==> config.mk <==
export PLATFORM = sky130hd
export DESIGN_NAME = lockstep_req_merge
export DESIGN_NICKNAME = d
export VERILOG_FILES = /design/src/rtl/lockstep_req_merge.sv
export SDC_FILE = /design/constraint.sdc
export NUM_CORES = 1
export LEC_CHECK = 0
export ABC_AREA = 1
export CORE_ASPECT_RATIO = 1.1
export CORE_UTILIZATION = 30
export CTS_CLUSTER_DIAMETER = 30
export DETAILED_ROUTE_END_ITERATION = 7
export PLACE_DENSITY = 0.55
export SLEW_MARGIN = 5
export SYNTH_ARGS = -nofsm -noshare
export SYNTH_HDL_FRONTEND = slang
export SYNTH_SLANG_ARGS = --single-unit
export TNS_END_PERCENT = 10
==> constraint.sdc <==
create_clock -name clk_i -period 1.9 [get_ports clk_i]
set_clock_uncertainty 0.2 [all_clocks]
set_input_delay 0.285 -clock clk_i [delete_from_list [all_inputs] [get_ports clk_i]]
set_output_delay 0.285 -clock clk_i [all_outputs]
set_load 0.02 [all_outputs]
==> src/rtl/lockstep_req_merge.sv <==
`default_nettype none
// ============================================================================
// Module   : lockstep_req_merge
// Purpose  : Collects one request per participating core, checks that all
//            copies agree, issues a single merged downstream request and fans
//            the response back to every participating core.
// Revision : 1.0 - initial release
// ============================================================================

module lockstep_req_merge #(
  parameter int NB_CORES = 8,
  parameter int ID_WIDTH = 5,
  parameter int TIMEOUT  = 255
) (
  input  logic                         clk_i,
  input  logic                         rst_ni,
  input  logic                         lockstep_mode_i,

  input  logic [NB_CORES-1:0]          core_req_i,
  input  logic [NB_CORES*32-1:0]       core_add_i,
  input  logic [NB_CORES-1:0]          core_wen_i,
  input  logic [NB_CORES*32-1:0]       core_wdata_i,
  input  logic [NB_CORES*4-1:0]        core_be_i,
  input  logic [NB_CORES*ID_WIDTH-1:0] core_id_i,
  output logic [NB_CORES-1:0]          core_gnt_o,
  output logic [NB_CORES-1:0]          core_r_valid_o,
  output logic [31:0]                  core_r_rdata_o,
  output logic [NB_CORES*ID_WIDTH-1:0] core_r_id_o,
  output logic [NB_CORES-1:0]          core_r_opc_o,

  output logic                         req_o,
  output logic [31:0]                  add_o,
  output logic                         wen_o,
  output logic [31:0]                  wdata_o,
  output logic [3:0]                   be_o,
  input  logic                         gnt_i,
  input  logic                         r_valid_i,
  input  logic [31:0]                  r_rdata_i,
  input  logic                         r_opc_i,

  output logic                         mismatch_o,
  output logic                         timeout_o,
  output logic [7:0]                   err_count_o
);

  localparam logic [31:0] c_ERR_RDATA = 32'hBADACCE5;
  localparam logic [7:0]  c_TIMEOUT   = 8'(TIMEOUT);

  typedef enum logic [2:0] {
    S_IDLE    = 3'd0,
    S_COLLECT = 3'd1,
    S_ISSUE   = 3'd2,
    S_RESP    = 3'd3,
    S_ERR     = 3'd4
  } state_e;

  state_e r_state;
  state_e w_state_next;

  // Captured per-core request fields
  logic [NB_CORES-1:0][31:0]         r_add;
  logic [NB_CORES-1:0]               r_wen;
  logic [NB_CORES-1:0][31:0]         r_wdata;
  logic [NB_CORES-1:0][3:0]          r_be;
  logic [NB_CORES-1:0][ID_WIDTH-1:0] r_id;
  logic [NB_CORES-1:0]               r_captured;
  logic [NB_CORES-1:0]               r_mask;
  logic [7:0]                        r_cnt;

  // Response pulse and error reporting
  logic [NB_CORES-1:0]               r_rsp_valid;
  logic [31:0]                       r_rsp_rdata;
  logic                              r_rsp_opc;
  logic                              r_mismatch;
  logic                              r_timeout;
  logic [7:0]                        r_err_cnt;

  logic [NB_CORES-1:0]               w_mask_now;
  logic [NB_CORES-1:0]               w_gnt;
  logic [NB_CORES-1:0]               w_diff;
  logic                              w_all_captured;
  logic [7:0]                        w_cnt_inc;
  logic                              w_set_mm;
  logic                              w_set_to;
  logic                              w_resp_done;

  assign w_mask_now     = lockstep_mode_i ? {NB_CORES{1'b1}} : NB_CORES'(1);
  assign w_all_captured = ((r_captured & r_mask) == r_mask);
  assign w_cnt_inc      = r_cnt + 8'd1;
  assign w_resp_done    = (r_state == S_RESP) && r_valid_i;

  // Write data only matters for writes; wen/add/be always have to agree.
  always_comb begin
    w_diff = '0;
    for (int i = 0; i < NB_CORES; i++) begin
      w_diff[i] = r_mask[i] &
                  ((r_add[i] != r_add[0]) ||
                   (r_wen[i] != r_wen[0]) ||
                   (r_be[i]  != r_be[0])  ||
                   (!r_wen[0] && (r_wdata[i] != r_wdata[0])));
    end
  end

  always_ff @(posedge clk_i or negedge rst_ni) begin
    if (!rst_ni) begin
      r_state <= S_IDLE;
    end else begin
      r_state <= w_state_next;
    end
  end

  always_comb begin
    w_state_next = r_state;
    w_gnt        = '0;
    w_set_mm     = 1'b0;
    w_set_to     = 1'b0;
    case (r_state)
      S_IDLE: begin
        w_gnt = core_req_i & w_mask_now & ~r_captured;
        if (|w_gnt) begin
          w_state_next = S_COLLECT;
        end
      end
      S_COLLECT: begin
        w_gnt = core_req_i & r_mask & ~r_captured;
        // Completion wins over a timeout landing in the same cycle.
        if (w_all_captured) begin
          if (|w_diff) begin
            w_state_next = S_ERR;
            w_set_mm     = 1'b1;
          end else begin
            w_state_next = S_ISSUE;
          end
        end else if (w_cnt_inc == c_TIMEOUT) begin
          w_state_next = S_ERR;
          w_set_to     = 1'b1;
        end
      end
      S_ISSUE: begin
        if (gnt_i) begin
          w_state_next = S_RESP;
        end
      end
      S_RESP: begin
        if (r_valid_i) begin
          w_state_next = S_IDLE;
        end
      end
      S_ERR: begin
        w_state_next = S_IDLE;
      end
      default: begin
        w_state_next = S_IDLE;
      end
    endcase
  end

  always_ff @(posedge clk_i or negedge rst_ni) begin
    if (!rst_ni) begin
      r_add       <= '0;
      r_wen       <= '0;
      r_wdata     <= '0;
      r_be        <= '0;
      r_id        <= '0;
      r_captured  <= '0;
      r_mask      <= '0;
      r_cnt       <= '0;
      r_rsp_valid <= '0;
      r_rsp_rdata <= '0;
      r_rsp_opc   <= 1'b0;
      r_mismatch  <= 1'b0;
      r_timeout   <= 1'b0;
      r_err_cnt   <= '0;
    end else begin
      for (int i = 0; i < NB_CORES; i++) begin
        if (w_gnt[i]) begin
          r_add[i]   <= core_add_i[i*32 +: 32];
          r_wen[i]   <= core_wen_i[i];
          r_wdata[i] <= core_wdata_i[i*32 +: 32];
          r_be[i]    <= core_be_i[i*4 +: 4];
          r_id[i]    <= core_id_i[i*ID_WIDTH +: ID_WIDTH];
        end
      end

      if ((r_state == S_ERR) || w_resp_done) begin
        r_captured <= '0;
      end else begin
        r_captured <= r_captured | w_gnt;
      end

      if ((r_state == S_IDLE) && (|w_gnt)) begin
        r_mask <= w_mask_now;
      end

      r_cnt      <= (r_state == S_COLLECT) ? w_cnt_inc : 8'd0;
      r_mismatch <= w_set_mm;
      r_timeout  <= w_set_to;

      // Response pulse lands in the cycle after RESP/ERR completes.
      r_rsp_valid <= '0;
      if (w_resp_done) begin
        r_rsp_valid <= r_captured;
        r_rsp_rdata <= r_rdata_i;
        r_rsp_opc   <= r_opc_i;
      end else if (r_state == S_ERR) begin
        r_rsp_valid <= r_captured;
        r_rsp_rdata <= c_ERR_RDATA;
        r_rsp_opc   <= 1'b1;
      end

      if ((r_state == S_ERR) && (r_err_cnt != 8'hFF)) begin
        r_err_cnt <= r_err_cnt + 8'd1;
      end
    end
  end

  assign core_gnt_o     = w_gnt;
  assign core_r_valid_o = r_rsp_valid;
  assign core_r_rdata_o = r_rsp_rdata;
  assign core_r_opc_o   = r_rsp_valid & {NB_CORES{r_rsp_opc}};
  assign core_r_id_o    = r_id;

  assign req_o   = (r_state == S_ISSUE);
  assign add_o   = r_add[0];
  assign wen_o   = r_wen[0];
  assign wdata_o = r_wdata[0];
  assign be_o    = r_be[0];

  assign mismatch_o  = r_mismatch;
  assign timeout_o   = r_timeout;
  assign err_count_o = r_err_cnt;

endmodule

`default_nettype wire

==> impl_metrics.ini, run 1 <==
[clock_network]
clkTransAtPathRegs_ns = 0.04
cts_max_level = 4
cts_buffers = 183
cts_tree = yes
cts-root-buf = clkbuf_16
clockBufferDepth = 3
clk_latency_ns = 0.80
cts_sinks = 664

[sta]
worstMarginPinSlew_ns = 0.902
rsz0062_at_grt = true
finalSetupTns_ns = -331.65
maxSlewHeadroom = 0.397
whs_ns = 0.0368
setup_viol = 831
post-route-period-util = 1.44
worst_slack_ns = -0.845
finalHoldViolCount = 0
layout_min_cycle_time_ns = 2.74
clock.fmax_mhz = 364
maxSlewViolCount = 0

[yosys]
avgSynthCellArea_um2 = 8.12
synth_edf_count = 0
synth.area.top_cells = dfrtp_1, nand2_1, o21ai_0
yosysWarnings = 0
syn-instance-count = 4062
synth_top_cell_area_share = 0.504
synthDistinctLibCells = 44
synth_fp_nets = 4703
synthFlopType = dfrtp_1
synthArstFlopShare = 1.00
yosys.area.top_type = dfrtp_1
yosysSeqAreaShare = 0.504
syn_area_um2 = 33000
ys_ff_latch = 664

[global_routing]
grt_max_degree = 67
grt_pass1_vias = 37800
antenna_found_initial = 23
grt_overflow = 0
grt_first_pass_wirelength_um = 239000
grt_usage = 0.292

[routing]
drt-met1-wl_um = 65300
wl_per_cell_um = 21.6
routed_wl_um = 167000
drt_first_pass_iters = 5
wl_met2_um = 79200
ant_nets = 0
dr.first_iter.drc_count = 2484
highest-signal-layer = met5
num_vias = 36300
drc_errors = 0
wl_met3_um = 11700
via_per_inst = 4.71

[worst_setup_path]
crit_fanout = 4
critical_path_required_ns = 1.41
crit_path_start_kind = flop
endpoint_kind = output pin
worstSetupPathType = reg2out
rr_worst_depth = 16
crit_arrival_ns = 2.26

[run_status]
status = finished with violations
violations = negative setup slack

[cells_and_area]
syn2layout_area_growth_pct = 87.3
final_nets = 6779
drive_gt1_frac = 0.234
fill_cells = 9423
ff_latch_area_um2 = 16700
multi_input_area_um2 = 13600

[worst_hold_path]
hp-class = in2reg
holdPathStages = 3

[placement]
place.gp.congestion = 0.976
dp_hpwl_um = 121000
dp_slack_ns = -0.816
io_buffers = 813

[floorplanning]
core_area_um2 = 109000
rows = 127
io_pins = 814
fp.dieW_um = 318
die_y_um = 350
die_area_um2 = 111000
start_util = 0.303

[job]
maxCapViolCount = 0

[power_and_ir_drop]
powerDensity_nw_per_um2 = 1820
vdd_ir_drop_max_mv = 0.842
leakage_nw = 28.8
==> repair_timing <==
| action | in CTS | in global routing |
|---|---|---|
| cloned | 4 | 14 |
| pin swaps | 30 | 44 |
| setup buffers | 71 | 20 |
| hold buffers | 601 | 0 |
| endpoints found under the setup margin | 780 | 847 |
| hold endpoints to repair | 1263 | 0 |
| resized for setup | 591 | 114 |
==> Yosys cell counts, types with 2 or more instances <==
| cell | n |
|---|---|
| nand3_1 | 44 |
| o21ai_0 | 405 |
| a21oi_1 | 7 |
| nand2_2 | 3 |
| o21ai_1 | 22 |
| ha_1 | 3 |
| nand3b_1 | 3 |
| inv_2 | 55 |
| clkbuf_1 | 37 |
| buf_4 | 151 |
| buf_6 | 4 |
| nor4_1 | 3 |
| dfrtp_1 | 664 |
| xnor2_1 | 91 |
| xor2_1 | 62 |
| nand4_1 | 34 |
| nor2_1 | 259 |
| o22ai_1 | 35 |
| a32o_1 | 13 |
| mux2_1 | 30 |
| o21ai_4 | 3 |
| o21ai_2 | 2 |
| nand2_1 | 1532 |
| o22a_1 | 20 |
| inv_1 | 379 |
| buf_2 | 64 |
| nor3_4 | 2 |
| mux2_2 | 107 |
| nor3_1 | 13 |
==> cells in the final DEF (no fill, tap or decap), types with 37 or more instances in the layout <==
cell,instances
dfrtp_1,625
mux2_2,107
nor2_1,210
nand3_1,40
xor2_1,62
nor2_2,37
buf_6,108
clkdlybuf4s50_1,727
dlygate4sd3_1,601
dfrtp_2,39
inv_2,59
clkbuf_8,39
buf_4,581
inv_1,370
xnor2_1,83
clkbuf_16,198
buf_12,84
o21ai_0,392
nand2_1,1500
==> worst max-delay path, cell delays in order (launching register included) <==
cell	delay, ns
dfrtp_1	0.44
inv_2	0.11
nand2_4	0.06
nor2_4	0.10
buf_6	0.13
inv_8	0.04
buf_6	0.11
o21ai_4	0.23
buf_12	0.15
buf_8	0.10
==> stage by stage <==
stage	area, µm²	total power [mW]	instances	utilization
6_report	61800	113	7718	0.567
5_1_grt	61800	118	7710	0.567
4_1_cts	60900	110	7677	0.559
3_5_place_dp	46900	72.9	6668	0.430
3_3_place_gp	46900	72.4	6668	0.430
2_1_floorplan	33000	48.8	4062	-
==> layer usage <==
| layer | vias up | global-route usage |
|---|---|---|
| met2 | 1703 | 0.487 |
| li1 | 16800 | - |
| met3 | 429 | 0.0608 |
| met1 | 17400 | 0.345 |
| met4 | 14 | 0.180 |
| met5 | - | 0 |
==> flip-flops by register name, indices dropped and copies added, names as in the netlist, 2 cells and up <==
signal and cells:
err_count_o 8, r_captured 8, be_o 4, r_mask 2, add_o 32, core_r_rdata_o 32, r_cnt 8, r_add 224
r_be 28, r_state 3, r_wdata 224, wdata_o 32, core_r_valid_o 8, core_r_id_o 40, r_wen 8
==> layout make-up <==
class                   instances  share of cell area
diodes                         11            0.000445
flip-flops and latches        664               0.270
clock buffers                 246              0.0853
clock inverters                89              0.0213
multi-input cells            2704               0.220
inverters                     436              0.0268
repair buffers               2149               0.347
well taps                    1419              0.0287
==> logic make-up after synthesis <==
kind of cell / after synthesis / synth area share
flip-flops: 664 / 0.504
AO/OA/AOI/OAI: 512 / 0.0850
buffers and inverters: 694 / 0.0996
AND/OR/NAND/NOR: 1899 / 0.223
multiplexers: 137 / 0.0468
XOR/XNOR: 153 / 0.0406
adder cells (fa/ha/maj): 3 / 0.00114
==> final timing paths <==
kind | start | to | slack [ns]
setup / recovery | r_state[2] | core_gnt_o[0] | -0.84
hold / removal | core_add_i[13] | add_o[13] | 0.04
setup reg to reg | r_state[2] | err_count_o[7] | -0.79
hold reg to reg | r_mask[0] | r_mask[0] | 0.25
max in group asynchronous | rst_ni | core_r_id_o[17] | 0.12
min in group asynchronous | rst_ni | r_wdata[160] | 0.06
==> report_power, final <==
part / internal (mW) / leakage, nW / total, mW / switching [mW]
Sequential: 21.1 / 8.04 / 26.5 / 5.35
Combinational: 25.4 / 17.6 / 53.4 / 28.0
Clock: 22.8 / 3.22 / 32.6 / 9.81
Note: power is estimated with default switching activity, not from simulation.
==> run 2: changes to the inputs <==
GPL_TIMING_DRIVEN = 0   (was unset)
==> run 2 against run 1 <==
- the flow finishes with violations (negative hold slack, negative setup slack)
- via count down 2.2%
- sequential power down 4%
- clock-buffer cell count down 2
- clock power about the same
- critical endpoint unchanged
- largest cell class unchanged
==> impl_metrics.ini, run 2 (same netlist as run 1, synthesis figures left out) <==
[power_and_ir_drop]
vdd_ir_drop_max_mv = 0.939
leakage_nw = 27.1
powerDensity_nw_per_um2 = 1860

[sta]
finalHoldViolCount = 254
maxSlewViolCount = 0
layout_min_cycle_time_ns = 2.94
worst_slack_ns = -1.04
clock.fmax_mhz = 341
worstMarginPinSlew_ns = 0.634
rsz0062_at_grt = true
setup_viol = 830
post-route-period-util = 1.55
whs_ns = -0.738
maxSlewHeadroom = 0.577

[floorplanning]
die_y_um = 350
die_area_um2 = 111000
core_area_um2 = 109000
io_pins = 814
fp.dieW_um = 318
start_util = 0.303
rows = 127

[worst_setup_path]
slowest_stage = dfrtp_2
critical_path_required_ns = 1.41
crit_path_max_incr_delay_ns = 0.44
crit_fanout = 5
worstSetupPathType = reg2out
cp_cell_sequence = inv_2, nand2_4, nor2_4, inv_4, o21ai_4, buf_12, buf_12, buf_12, buf_8
crit_path_start_kind = flop
endpoint_kind = output pin
crit_path_frequent_cell = buf_12
crit_arrival_ns = 2.45

[clock_network]
cts_sinks = 664
cts_max_level = 4
clk_latency_ns = 0.82
clkTransAtPathRegs_ns = 0.04
cts_buffers = 177
cts-root-buf = clkbuf_16
clockBufferDepth = 3
cts_tree = yes

[cells_and_area]
design_area_um2 = 59400
fin_cells = 7392
syn2layout_area_growth_pct = 80.2
final_common_cell = nand2_1
drive_gt1_frac = 0.168
final_cell_mix = nand2_1, clkdlybuf4s50_1, dfrtp_1
final_nets = 6447

[worst_hold_path]
hp-class = in2async

[placement]
io_buffers = 812
dp.cells = 6299
dp_slack_ns = -1.59
postPlaceCellArea_um2 = 43100
place.gp.congestion = 0.937
dp_hpwl_um = 128000

[routing]
num_vias = 35500
via_per_inst = 4.81
wl_per_cell_um = 25.3
dr.first_iter.drc_count = 3113
ant_nets = 0
drc_errors = 0
routed_wl_um = 187000
drt_first_pass_iters = 6

[global_routing]
grt_pass1_vias = 36300
grt_usage = 0.325
grt_overflow = 0
antenna_found_initial = 31
grt_max_degree = 108
grt_first_pass_wirelength_um = 256000

[run_status]
violations = negative hold slack, negative setup slack
status = finished with violations

[job]
maxCapViolCount = 0
-- run 2: path summary, 6_finish.rpt --
path | start | end | slack (ns) | depth (start not counted)
worst min-delay path | rst_ni | add_o[24] | -0.74 | 1
min in group clk_i | core_add_i[134] | r_add[134] | 0.03 | 2
worst max register to register | add_o[27] | r_state[1] | -0.78 | 18
max in group asynchronous | rst_ni | r_wdata[252] | 0.15 | 4
worst max-delay path | r_state[2] | core_gnt_o[0] | -1.04 | 9
worst min register to register | r_mask[0] | r_mask[0] | 0.27 | 2
-- run 2: repair_timing --
item,4_1_cts,5_1_grt
pin swaps,23,20
hold endpoints to repair,865,256
hold buffers,611,2
setup buffers,59,58
setup endpoints to repair,827,933
cloned,9,13
resized for setup,411,346
-- run 2: power by group --
| group | switching [mW] | leakage, nW | total, mW | internal, mW |
|---|---|---|---|---|
| Clock | 9.83 | 3.18 | 32.4 | 22.6 |
| Combinational | 30.5 | 15.9 | 52.4 | 21.9 |
| Sequential | 4.38 | 8.08 | 25.5 | 21.1 |
-- run 2: layer usage --
layer	track usage	up-vias	wire, µm
met5	0	-	134
met4	0.185	20	10700
met3	0.0662	416	12900
met2	0.541	1730	88800
met1	0.393	17200	74500
li1	-	16200	-
-- run 2: final cells by class --
cell class / count / area (µm²)
antenna: 15 / 37.5
buffer: 256 / 2890
clock buffer: 244 / 5110
clock inverter: 87 / 1370
fill: 9714 / 49600
inverter: 436 / 1720
multi-input combinational: 2704 / 13500
sequential: 664 / 16600
tap: 1419 / 1780
timing repair buffer: 1567 / 16400
-- run 2: worst max-delay path, delay by kind of cell, from the launching register on --
| family | cells | cell delay, ns |
|---|---|---|
| flops | 1 | 0.44 |
| compound gates | 1 | 0.19 |
| simple gates | 2 | 0.26 |
| buf+inv | 6 | 0.73 |
-- run 2: metrics by stage --
stage,setup TNS (ns),utilization,power (mW)
floorplan,-0.345,-,48.8
global route,-380.29,0.545,115
detailed placement,-628.12,0.395,67.8
CTS,-386.43,0.530,106
global placement,-,0.394,67.2
finish,-306.28,0.545,110
